===== src/rtl/cpu_pkg.sv =====
// ---------------------------------------------------------------------------
// cpu_pkg - shared encodings for the multicycle CPU control path and datapath.
//   Opcode constants, FSM state encodings, PCSrc / RegDst / ALUOp mux
//   encodings, and small opcode classification helpers.
// Optional feature: define JAL_EN to decode jal/jr; otherwise they are
//   treated as undecoded opcodes (NOP).
// ---------------------------------------------------------------------------
package cpu_pkg;

    localparam int OP_W = 6;

    // Opcodes
    localparam logic [OP_W-1:0] OP_ADD   = 6'b000000;
    localparam logic [OP_W-1:0] OP_SUB   = 6'b000001;
    localparam logic [OP_W-1:0] OP_ADDIU = 6'b000010;
    localparam logic [OP_W-1:0] OP_AND   = 6'b010000;
    localparam logic [OP_W-1:0] OP_ANDI  = 6'b010001;
    localparam logic [OP_W-1:0] OP_ORI   = 6'b010010;
    localparam logic [OP_W-1:0] OP_SLT   = 6'b100111;
    localparam logic [OP_W-1:0] OP_SW    = 6'b110000;
    localparam logic [OP_W-1:0] OP_LW    = 6'b110001;
    localparam logic [OP_W-1:0] OP_BEQ   = 6'b110100;
    localparam logic [OP_W-1:0] OP_BNE   = 6'b110101;
    localparam logic [OP_W-1:0] OP_J     = 6'b111000;
    localparam logic [OP_W-1:0] OP_JR    = 6'b111001;
    localparam logic [OP_W-1:0] OP_JAL   = 6'b111010;
    localparam logic [OP_W-1:0] OP_HALT  = 6'b111111;

    // FSM states
    typedef enum logic [2:0] {
        S_IF     = 3'b000,
        S_ID     = 3'b001,
        S_EXE_LS = 3'b010,
        S_MEM    = 3'b011,
        S_WB_LD  = 3'b100,
        S_EXE_BR = 3'b101,
        S_EXE_AL = 3'b110,
        S_WB_AL  = 3'b111
    } state_e;

    // PCSrc mux
    localparam logic [1:0] PC_SEQ = 2'b00;  // PC+4
    localparam logic [1:0] PC_BR  = 2'b01;  // branch target
    localparam logic [1:0] PC_REG = 2'b10;  // register (jr)
    localparam logic [1:0] PC_JMP = 2'b11;  // jump target (j/jal)

    // RegDst mux
    localparam logic [1:0] RD_RA = 2'b00;   // $31
    localparam logic [1:0] RD_RT = 2'b01;
    localparam logic [1:0] RD_RD = 2'b10;

    // ALUOp
    localparam logic [2:0] ALU_ADD = 3'b000;
    localparam logic [2:0] ALU_SUB = 3'b001;
    localparam logic [2:0] ALU_SLT = 3'b010;
    localparam logic [2:0] ALU_OR  = 3'b011;
    localparam logic [2:0] ALU_AND = 3'b100;

    typedef enum logic [2:0] {
        C_ALU, C_LS, C_BR, C_JMP, C_HALT, C_NONE
    } op_class_e;

    function automatic op_class_e op_class(input logic [OP_W-1:0] op);
        case (op)
            OP_ADD, OP_SUB, OP_ADDIU, OP_AND,
            OP_ANDI, OP_ORI, OP_SLT:           return C_ALU;
            OP_SW, OP_LW:                      return C_LS;
            OP_BEQ, OP_BNE:                    return C_BR;
            OP_J:                              return C_JMP;
`ifdef JAL_EN
            OP_JAL, OP_JR:                     return C_JMP;
`endif
            OP_HALT:                           return C_HALT;
            default:                           return C_NONE;
        endcase
    endfunction

    function automatic logic [2:0] alu_fn(input logic [OP_W-1:0] op);
        case (op)
            OP_SUB, OP_BEQ, OP_BNE: return ALU_SUB;
            OP_AND, OP_ANDI:        return ALU_AND;
            OP_ORI:                 return ALU_OR;
            OP_SLT:                 return ALU_SLT;
            default:                return ALU_ADD;
        endcase
    endfunction

endpackage


===== src/rtl/control_decode.sv =====
// ---------------------------------------------------------------------------
// control_decode - combinational control-signal decode from (state, op, zero).
//   Inputs : op_i (opcode), state_i (current FSM state), zero_i (ALU zero)
//   Outputs: write/read enables, datapath mux selects, ALU function.
// Optional feature: JAL_EN enables jal/jr decode.
// ---------------------------------------------------------------------------
module control_decode
    import cpu_pkg::*;
#(
    parameter int OPW = 6
) (
    input  logic [OPW-1:0] op_i,
    input  logic [2:0]     state_i,
    input  logic           zero_i,
    output logic           pc_wre_o,
    output logic           ir_wre_o,
    output logic           reg_wre_o,
    output logic           mrd_o,
    output logic           mwr_o,
    output logic           alu_src_a_o,
    output logic           alu_src_b_o,
    output logic           db_data_src_o,
    output logic           wr_reg_d_src_o,
    output logic           ext_sel_o,
    output logic [1:0]     reg_dst_o,
    output logic [1:0]     pc_src_o,
    output logic [2:0]     alu_op_o
);

    logic [OP_W-1:0] opc;
    state_e          st;
    op_class_e       cls;
    logic            is_lw, is_sw, is_beq, is_bne, is_j, is_jal, is_jr;
    logic            is_imm;   // ALU ops writing rt from an immediate
    logic            is_zext;  // logical immediates zero-extend

    assign opc     = OP_W'(op_i);
    assign st      = state_e'(state_i);
    assign cls     = op_class(opc);
    assign is_lw   = (opc == OP_LW);
    assign is_sw   = (opc == OP_SW);
    assign is_beq  = (opc == OP_BEQ);
    assign is_bne  = (opc == OP_BNE);
    assign is_j    = (opc == OP_J);
    assign is_zext = (opc == OP_ANDI) || (opc == OP_ORI);
    assign is_imm  = is_zext || (opc == OP_ADDIU);
`ifdef JAL_EN
    assign is_jal  = (opc == OP_JAL);
    assign is_jr   = (opc == OP_JR);
`else
    assign is_jal  = 1'b0;
    assign is_jr   = 1'b0;
`endif

    always_comb begin
        pc_wre_o       = 1'b0;
        ir_wre_o       = 1'b0;
        reg_wre_o      = 1'b0;
        mrd_o          = 1'b0;
        mwr_o          = 1'b0;
        // No shift instructions in this ISA subset, so port A is always rs.
        alu_src_a_o    = 1'b0;
        alu_src_b_o    = is_imm || is_lw || is_sw;
        db_data_src_o  = is_lw;
        wr_reg_d_src_o = !is_jal;
        ext_sel_o      = !is_zext;
        reg_dst_o      = RD_RT;
        pc_src_o       = PC_SEQ;
        alu_op_o       = ALU_ADD;

        case (st)
            S_IF: ir_wre_o = 1'b1;
            S_ID: begin
                // Jumps, undecoded ops finish here; halt never advances PC.
                pc_wre_o = (cls == C_JMP) || (cls == C_NONE);
                if (is_jal) begin
                    reg_wre_o = 1'b1;
                    reg_dst_o = RD_RA;
                end
                if (is_j || is_jal) pc_src_o = PC_JMP;
                else if (is_jr)     pc_src_o = PC_REG;
            end
            S_EXE_AL: alu_op_o = alu_fn(opc);
            S_WB_AL: begin
                alu_op_o  = alu_fn(opc);
                pc_wre_o  = 1'b1;
                reg_wre_o = 1'b1;
                reg_dst_o = is_imm ? RD_RT : RD_RD;
            end
            S_EXE_BR: begin
                alu_op_o = alu_fn(opc);
                pc_wre_o = 1'b1;
                if ((is_beq && zero_i) || (is_bne && !zero_i)) pc_src_o = PC_BR;
            end
            S_EXE_LS: alu_op_o = alu_fn(opc);
            S_MEM: begin
                alu_op_o = alu_fn(opc);
                mrd_o    = is_lw;
                mwr_o    = is_sw;
                pc_wre_o = is_sw;
            end
            S_WB_LD: begin
                pc_wre_o  = 1'b1;
                reg_wre_o = 1'b1;
                reg_dst_o = RD_RT;
            end
            default: ;
        endcase
    end

endmodule


===== src/rtl/control_fsm.sv =====
// ---------------------------------------------------------------------------
// control_fsm - multicycle CPU control unit (state register + next state).
//   CLK, Reset (async, active low), op (opcode), zero (ALU zero flag)
//   PCWre, IRWre, RegWre, mRD, mWR           : enables
//   ALUSrcA, ALUSrcB, DBDataSrc, WrRegDSrc,
//   ExtSel, RegDst, PCSrc, ALUOp             : datapath selects
//   state                                    : current state (debug)
// Optional feature: define JAL_EN to decode jal/jr.
// ---------------------------------------------------------------------------
module control_fsm
    import cpu_pkg::*;
#(
    parameter int OPW = 6
) (
    input  logic           CLK,
    input  logic           Reset,
    input  logic [OPW-1:0] op,
    input  logic           zero,
    output logic           PCWre,
    output logic           IRWre,
    output logic           RegWre,
    output logic           mRD,
    output logic           mWR,
    output logic           ALUSrcA,
    output logic           ALUSrcB,
    output logic           DBDataSrc,
    output logic           WrRegDSrc,
    output logic           ExtSel,
    output logic [1:0]     RegDst,
    output logic [1:0]     PCSrc,
    output logic [2:0]     ALUOp,
    output logic [2:0]     state
);

    state_e    state_q, state_d;
    op_class_e cls;
    logic      pc_wre, reg_wre, mrd, mwr;

    assign cls = op_class(OP_W'(op));

    always_ff @(posedge CLK or negedge Reset) begin
        if (!Reset) state_q <= S_IF;
        else        state_q <= state_d;
    end

    always_comb begin
        state_d = S_IF;
        case (state_q)
            S_IF: state_d = S_ID;
            S_ID: begin
                case (cls)
                    C_ALU:   state_d = S_EXE_AL;
                    C_LS:    state_d = S_EXE_LS;
                    C_BR:    state_d = S_EXE_BR;
                    default: state_d = S_IF;
                endcase
            end
            S_EXE_AL: state_d = S_WB_AL;
            S_EXE_LS: state_d = S_MEM;
            S_MEM:    state_d = (OP_W'(op) == OP_LW) ? S_WB_LD : S_IF;
            default:  state_d = S_IF;
        endcase
    end

    control_decode #(.OPW(OPW)) u_dec (
        .op_i           (op),
        .state_i        (state_q),
        .zero_i         (zero),
        .pc_wre_o       (pc_wre),
        .ir_wre_o       (IRWre),
        .reg_wre_o      (reg_wre),
        .mrd_o          (mrd),
        .mwr_o          (mwr),
        .alu_src_a_o    (ALUSrcA),
        .alu_src_b_o    (ALUSrcB),
        .db_data_src_o  (DBDataSrc),
        .wr_reg_d_src_o (WrRegDSrc),
        .ext_sel_o      (ExtSel),
        .reg_dst_o      (RegDst),
        .pc_src_o       (PCSrc),
        .alu_op_o       (ALUOp)
    );

    // State-changing strobes are held off for the whole reset window, not
    // just after the state register has been cleared.
    assign PCWre  = pc_wre  && Reset;
    assign RegWre = reg_wre && Reset;
    assign mRD    = mrd     && Reset;
    assign mWR    = mwr     && Reset;
    assign state  = state_q;

endmodule


===== config.mk =====
export PLATFORM = sky130hd
export DESIGN_NAME = control_fsm
export DESIGN_NICKNAME = d
export VERILOG_FILES = /design/src/rtl/cpu_pkg.sv /design/src/rtl/control_decode.sv /design/src/rtl/control_fsm.sv
export SDC_FILE = /design/constraint.sdc
export NUM_CORES = 1
export LEC_CHECK = 0
export BUFFER_PORTS_ARGS = -buffer_cell sky130_fd_sc_hd__buf_2
export CORE_AREA = 2 2 39 41
export DETAILED_ROUTE_END_ITERATION = 10
export DIE_AREA = 0 0 41 43
export PLACE_DENSITY = 0.83
export SLEW_MARGIN = 20
export SYNTH_ARGS = -nofsm -noshare
export SYNTH_HDL_FRONTEND = slang
export SYNTH_SLANG_ARGS = --single-unit

===== constraint.sdc =====
create_clock -name CLK -period 3.7 [get_ports CLK]
set_input_delay 0.37 -clock CLK [delete_from_list [all_inputs] [get_ports CLK]]
set_output_delay 0.37 -clock CLK [all_outputs]
set_load 0.01 [all_outputs]

[Yosys cells after proc, flatten, opt, wreduce, memory -nomap -nowiden]
Memories as Yosys holds them, arrays and structs flattened.
Cells that the tools add are included.
Operators by class
  eq/ne operators: 22
  multiplexer cells: 15
  reductions and logical operators: 21
Operator list (count)
  equality test 6 bit, second input constant: 6
  equality test 6 x 5 -> 1 bit, second input constant: 3
  equality test 3 bit, second input constant: 5
  case mux 3 bit (5 select lines): 1
  equality test 3 x 2 -> 1 bit, second input constant: 4
  case mux 3 bit (4 select lines): 1
  case mux 3 bit (3 select lines): 1
  equality test 3 x 1 -> 1 bit, second input constant: 2
  equality test 6 x 1 -> 1 bit, second input constant: 1
  equality test 6 x 2 -> 1 bit, second input constant: 1
  logical AND 1 bit: 6
  zero test 3 bit: 2
  logical OR 1 bit: 6
  2-to-1 mux 2 bit: 3
  2-to-1 mux 3 bit: 2
  OR reduction 3 bit: 2
  2-to-1 mux 1 bit: 5
  OR reduction 5 bit: 1
  case mux 2 bit (2 select lines): 1
  OR reduction 2 bit: 2
  case mux 1 bit (3 select lines): 1
  zero test 1 bit: 2
Storage, ports and cells
  flip-flop bits (word level): 3
  bits in read-only memories: 384
  logic and storage cells: 61
  memories: 2
Memory list
  (no name shown): depth 64, width 3, read ports 1, clocked after Yosys merged registers in 0, write ports 0, line cpu_pkg.sv:64  | case (op)
  (no name shown): depth 64, width 3, read ports 1, clocked after Yosys merged registers in 0, write ports 0, line cpu_pkg.sv:64

[Logic depth before layout (Yosys ltp)]
Gate-level depths: netlist of the first run.
  depth in word-level cells: 5
  mapped depth: 5
  mapped depth without buffers: 4

[Cells and area by module]
Synthesis of the first run repeated with hierarchy kept, for this count alone.
Unflattened totals
  cells, all modules: 98
  area, all modules: 711.9 um^2
By module, submodules not included
  control_decode: times used 1, cells an instance 64, area each 419.2 um^2, seq. area each 0.0 um^2
  control_fsm: times used 1, cells an instance 34, area each 292.8 um^2, seq. area each 75.1 um^2

[Least setup slack after synthesis of the first run]
Ideal clock, no wire load.
  path kind: register to output
  from: register state_q[1] (netlist: state[1])
  to: output port PCSrc[0]
  arrival: 1.517 ns
  slack: 1.813 ns
  cell stages (with the launch flop): 5
  path buffers: 1
  cells stage by stage: dfrtp_1 -> buf_6 -> or3b_4 -> nor4_2 -> o21bai_1
Between the ends
  word-level cells in the longest chain between the ends: 2
  elaborated cells between the ends (all ways): 3
  those cells by class: 2 x eq/ne; 1 x mux
Ends and longest elaborated chain
  start: declaration: line control_fsm.sv:35  | state_e state_q, state_d;
  start signal: assignment: line control_fsm.sv:43  | else state_q <= state_d;
  equality test 3 bit or equality test 3 x 1 -> 1 bit (tied branches): line control_decode.sv:71  | case (st)
  case mux 2 bit (2 select lines) (*): line control_decode.sv:71
  end: declaration: line control_fsm.sv:30  | output logic [1:0] PCSrc,
Every way passes the cells marked *; elsewhere a longest branch is shown, timed or not.

[Worst setup path in the final report of the first run]
  from: register state_q[0] (netlist: state[0])
  to: output port PCWre
Between the ends
  word-level cells in the longest chain between the ends: 4
  elaborated cells between the ends (all ways): 8
  those cells by class: 5 x eq/ne; 1 x mux; 2 x reduce/logical
Ends and longest elaborated chain
  equality test 3 bit: line control_decode.sv:71
  OR reduction 3 bit (no line)
  case mux 1 bit (3 select lines) (*): line control_decode.sv:71
  logical AND 1 bit (*): line control_fsm.sv:86  | assign PCWre = pc_wre && Reset;
  end: declaration: line control_fsm.sv:19  | output logic PCWre,
Marked as above.

==> results.txt, run 1 <==
Most common cell in the synthesized netlist: nand2_1
Number of port buffers: 26
Setup_tns: 0 ns
Final Hold Violating Endpoints: 0
Clock skew: 0.00208 ns
Reg-to-reg startpoint: state[0]
Number of synthesized flops with an enable pin: 0
Vias: 680
Core area: 0.00138 sq mm
Status: completed
I/O pins: 29
Largest cells by area after synthesis: dfrtp_1, buf_4, nand2_1
Tot GR Track Use: 16.9%
# diodes: 0
Starting Density: 43.0%
Final ANT Viol Nets: 0
TritonCTS clock tree: done
Worst skew pair latency: 0.24 ns
Pleak: 0.000330 uW
Crit path required time: 3.33 ns
Drt first pass iters: 4
Area post-placement: 673 sq um
Max-cap violations: 0
Post-DP HPWL: 1.10 mm
Total congestion overflow: 0
Crit. End Element: output pin
Sequential share of the synthesized area: 12.6%
Synthesized area: 596 sq um
Final core occ: 51.3%
Chip width: 41 um
Site row count: 14
Worst Hold Class: input pin to async pin
Clock power share: 22.6%
Pwr dens: 382 mW/mm^2
Clock slew at reported path FFs: 0.04 ns
Dpl cells: 118
Initial DRC Count: 20
Routability cong.: 0.851
Pin count of the biggest net entering global routing: 14
Combinational share of power: 50.6%
Ys async rst share: 100%
Clock buffer depth: 2
Final WL: 1.47 mm
Minimum clock period: 2.23 ns
Kind of critical path: register to output pin
TritonCTS Sinks: 3
Vias in the first global route: 527
Post-synth net total: 95
Main flop type after synthesis: dfrtp_1
Slowest cell on the critical path: dfrtp_1
WP data arrival: 1.86 ns
Crit path largest cell delay: 0.51 ns
CP Launch Point: state[0]
Crit-path max FO: 12
First-pass GRT wire length: 2.14 mm
Area growth syn-to-layout: 19.1%
Final Max Slew Viols: 0
Unrepaired setup endpoints after global routing: false
Postcts setup bufs: 0
Switching share of total power: 45.7%
Layout cells sized above 1: 32.7%
Wirelength per Cell: 11.9 um
Fmax: 0.449 GHz
Final Cell Area: 709 sq um
Max reg flops: 3
Synth unique cells: 37
Cells after Synth: 86
Synth cell count leaders: nand2_1, buf_4, nor2_1
Worst Setup Start Kind: register
Syn avg cell area: 6.93 sq um
Seq cells post-synth: 3
Sequential share of power: 26.9%
Die Ht: 43 um
Share of the synthesized area in the top cell type: 12.6%
Post-synth top area cell: dfrtp_1
Count of final setup violators: 0
Die area: 0.00176 sq mm
Nets: 117
Yosys warnings: 0
DRC viols: 0
H-Tree Depth: 1
P_int: 147 uW
Via-per-instance ratio: 5.53
CP Cell Sequence: or3b_4 -> a311oi_2 -> o21ai_1 -> o22ai_2 -> buf_2
Peak VDD IR: 0.116 mV
Clk root buf: clkbuf_4
Post-Layout Cell Count: 123
P_sw: 124 uW
Total CTS buffers: 3
Initial antenna violation count: 0
Final critical-path share of the clock period: 60.2%
kinds of logic after synthesis:
logic type,after synthesis,share of synthesized area [%]
other,2,1.26
multiplexers,2,3.36
AND/OR/NAND/NOR,45,42.4
AO/OA/AOI/OAI,17,21.2
XOR/XNOR,3,4.41
buffers and inverters,14,14.7
flip-flops,3,12.6
power by group through the flow:
| stage | registers [uW] | clock network (uW) | logic, uW |
|---|---|---|---|
| final | 72.8 | 61.1 | 137 |
| after CTS | 72.4 | 61.5 | 138 |
| after global routing | 77.2 | 62.7 | 155 |
| after detailed placement | 73.1 | 0 | 136 |
| after floorplan | 56.6 | 0 | 123 |
| after global placement | 72.3 | 0 | 133 |
metal layers:
layer | wire, um | track usage, % | up-vias
met2 | 713 | 28.1 | 34
met1 | 624 | 21.2 | 301
met4 | 23 | 8.00 | 0
met3 | 108 | 0 | 2
met5 | 0 | 0 | -
li1 | - | - | 343
repair_timing:
| action | in CTS | in global routing |
|---|---|---|
| gates resized for setup | 0 | 0 |
| hold buffers | 1 | 0 |
| hold endpoints to repair | 3 | 0 |
| setup endpoints to repair | 0 | 0 |
cell usage in the layout (no fill, tap or decap), types with 2 or more instances in the layout:
master,n
a31oi_1,2
nor3_1,5
nand3_1,4
a21oi_1,4
nand3b_1,2
dfrtp_1,3
conb_1,2
nor2b_1,2
mux2i_1,2
clkbuf_4,3
nand4_1,2
nor3b_1,2
or3_1,2
o21ai_1,2
nand2_1,11
buf_2,26
xor2_1,3
nor2_1,7
o31ai_1,2
inv_1,4
layout make-up:
type,instances,area [sq um]
Clock buffer,4,26.3
Fill cell,148,674
Inverter,4,15.0
Multi-Input combinational cell,69,433
Sequential cell,3,75.1
Tap cell,16,20.0
Timing Repair Buffer,27,140
final timing paths:
| path | cells after the start | slack [ns] | end |
|---|---|---|---|
| setup / recovery | 5 | 1.47 | PCWre |
| hold / removal | 2 | 0.48 | state[2] |
| setup reg to reg | 4 | 2.36 | state[2] |
| hold reg to reg | 1 | 0.69 | state[0] |
| max in group asynchronous | 2 | 3.09 | state[0] |
| min in group CLK | 3 | 0.53 | state[0] |
through the flow:
stage	power (uW)	hold WS (ns)	setup slack, ns
CTS	272	0.472	1.49
finish	271	0.477	1.47
global route	295	0.508	1.37
floorplan	180	0.0744	1.81
detailed placement	209	0.190	1.74
global placement	205	0.186	1.75
worst max-delay path, delay by kind of cell (launching register included):
kind / cells / cell delay, ns
flip-flops: 1 / 0.51
buffers and inverters: 1 / 0.14
AO/OA/AOI/OAI: 3 / 0.50
AND/OR/NAND/NOR: 1 / 0.46
Power figures use the tool's default switching activity.
==> run 2: changes to the inputs <==
CORE_AREA = not set   (was 2 2 39 41)
CORE_MARGIN = 2   (was not set)
CORE_UTILIZATION = 44   (was not set)
DIE_AREA = not set   (was 0 0 41 43)
PLACE_DENSITY = 0.82   (was 0.83)
clock period = 2.3 ns   (was 3.7 ns; I/O delays follow)
==> results.txt, run 2 (same netlist as run 1, synthesis figures left out) <==
Number of port buffers: 26 (unchanged)
Worst skew pair latency: 0.25 ns (was 0.24 ns)
Kind of critical path: register to output pin (unchanged)
Area growth syn-to-layout: 18.9% (was 19.1%)
Clk root buf: clkbuf_4 (unchanged)
Clock slew at reported path FFs: 0.05 ns (was 0.04 ns)
Nets: 117 (unchanged)
Area post-placement: 672 sq um (was 673 sq um)
Pin count of the biggest net entering global routing: 14 (unchanged)
Slowest cell on the critical path: dfrtp_1 (unchanged)
DRC viols: 0 (unchanged)
Worst slack, placed: 0.503 ns (was 1.74 ns)
Site row count: 13 (was 14)
Chip width: 40.8 um (was 41 um)
Routability cong.: 0.815 (was 0.851)
Total CTS buffers: 3 (unchanged)
H-Tree Depth: 1 (unchanged)
Pwr dens: 616 mW/mm^2 (was 382 mW/mm^2)
TritonCTS Sinks: 3 (unchanged)
Worst Hold Class: input pin to async pin (unchanged)
Final Max Slew Viols: 0 (unchanged)
Status: completed (unchanged)
Fill count: 132 (was 148)
WP buf/inv: 1 (unchanged)
Worst Setup Start Kind: register (unchanged)
Final WL: 1.46 mm (was 1.47 mm)
Initial DRC Count: 25 (was 20)
Final Hold Violating Endpoints: 0 (unchanged)
Commonest cells after routing, fill and taps aside: buf_2, nand2_1, nor2_1 (unchanged)
Clock buffer depth: 2 (unchanged)
Max-cap violations: 0 (unchanged)
Wirelength per Cell: 11.9 um (about the same)
# diodes: 0 (unchanged)
Via-per-instance ratio: 5.66 (was 5.53)
Count of final setup violators: 0 (unchanged)
Post-DP HPWL: 1.08 mm (was 1.10 mm)
CP top delay family: flip-flops (unchanged)
Crit-path max FO: 12 (unchanged)
Peak VDD IR: 0.242 mV (was 0.116 mV)
Initial antenna violation count: 0 (unchanged)
Die Ht: 40.8 um (was 43 um)
Crit path required time: 2.07 ns (was 3.33 ns)
Minimum clock period: 2.05 ns
Starting Density: 46.3% (was 43.0%)
Final Cell Area: 708 sq um (was 709 sq um)
TritonCTS clock tree: done (unchanged)
Crit path largest cell delay: 0.51 ns (about the same)
Final ANT Viol Nets: 0 (unchanged)
Total congestion overflow: 0 (unchanged)
First-pass GRT wire length: 2.15 mm (was 2.14 mm)
Die area: 0.00166 sq mm (was 0.00176 sq mm)
Core area: 0.00128 sq mm (was 0.00138 sq mm)
Crit. End Element: output pin (unchanged)
Commonest non-fill, non-tap cell in the layout: buf_2 (unchanged)
Fmax: 0.489 GHz
Max reg flops: 3 (unchanged)
Unrepaired setup endpoints after global routing: false (unchanged)
CP Cell Sequence: or3b_4 -> a311oi_2 -> o21ai_1 -> o22ai_2 -> buf_2 (unchanged)
Tot GR Track Use: 19.3% (was 16.9%)
WP data arrival: 1.82 ns (was 1.86 ns)
Layout cells sized above 1: 32.7% (unchanged)
Final setup margin: 0.254 ns (was 1.47 ns)
Postcts setup bufs: 0 (unchanged)
Final critical-path share of the clock period: 88.9%
I/O pins: 29 (unchanged)
Vias: 691 (was 680)
Drt first pass iters: 5 (was 4)
Setup_tns: 0 ns (unchanged)
Clock skew: 0.0126 ns (was 0.00208 ns)
Pleak: 0.000330 uW (unchanged)
Vias in the first global route: 502 (was 527)
[run 2: timing repair]
action | 4_1_cts | 5_1_grt
resized for setup | 0 | 0
hold buffers | 1 | 0
hold endpoints to repair | 3 | 0
[run 2: final cells by class]
type                       instances  area (sq um)  area share (%)
tap                               15          18.8            2.65
sequential                         3          75.1            10.6
timing repair buffer              27           140            19.8
inverter                           4          15.0            2.12
clock buffer                       4          26.3            3.71
multi-input combinational         69           433            61.1
[run 2: path summary, 6_finish.rpt]
kind / start / end / slack, ns / cells after the start
max in group asynchronous: Reset / state[2] / 1.83 / 2
worst min register to register: state[0] / state[0] / 0.71 / 1
min in group CLK: op[2] / state[0] / 0.38 / 3
worst min-delay path: Reset / state[0] / 0.33 / 2
worst max-delay path: state[0] / PCWre / 0.25 / 5
worst max register to register: state[0] / state[2] / 0.91 / 4
[run 2: routing by layer]
layer  GRT usage (%)  wire length [um]  vias up
met2            32.8               695       31
met4            7.50                12        0
li1                -                 -      345
met3            3.26                87        2
met1            23.6               661      313
met5               0                 0        -
[run 2: power breakdown]
part | internal, uW | switching (uW) | total, uW | leakage [uW]
Sequential | 70.0 | 47.5 | 118 | 0.0000389
Clock | 65.4 | 33.2 | 98.6 | 0.0000150
Combinational | 101 | 119 | 220 | 0.000276
[run 2: metrics by stage]
| stage | hold slack, ns | utilization, % | cells | power, uW |
|---|---|---|---|---|
| final | 0.325 | 55.1 | 122 | 436 |
| after global routing | 0.355 | 55.1 | 122 | 476 |
| after CTS | 0.327 | 55.1 | 122 | 435 |
| after detailed placement | 0.0466 | 52.3 | 117 | 336 |
| after global placement | 0.0453 | 52.3 | 117 | 328 |
| after floorplan | -0.0656 | - | 86 | 289 |
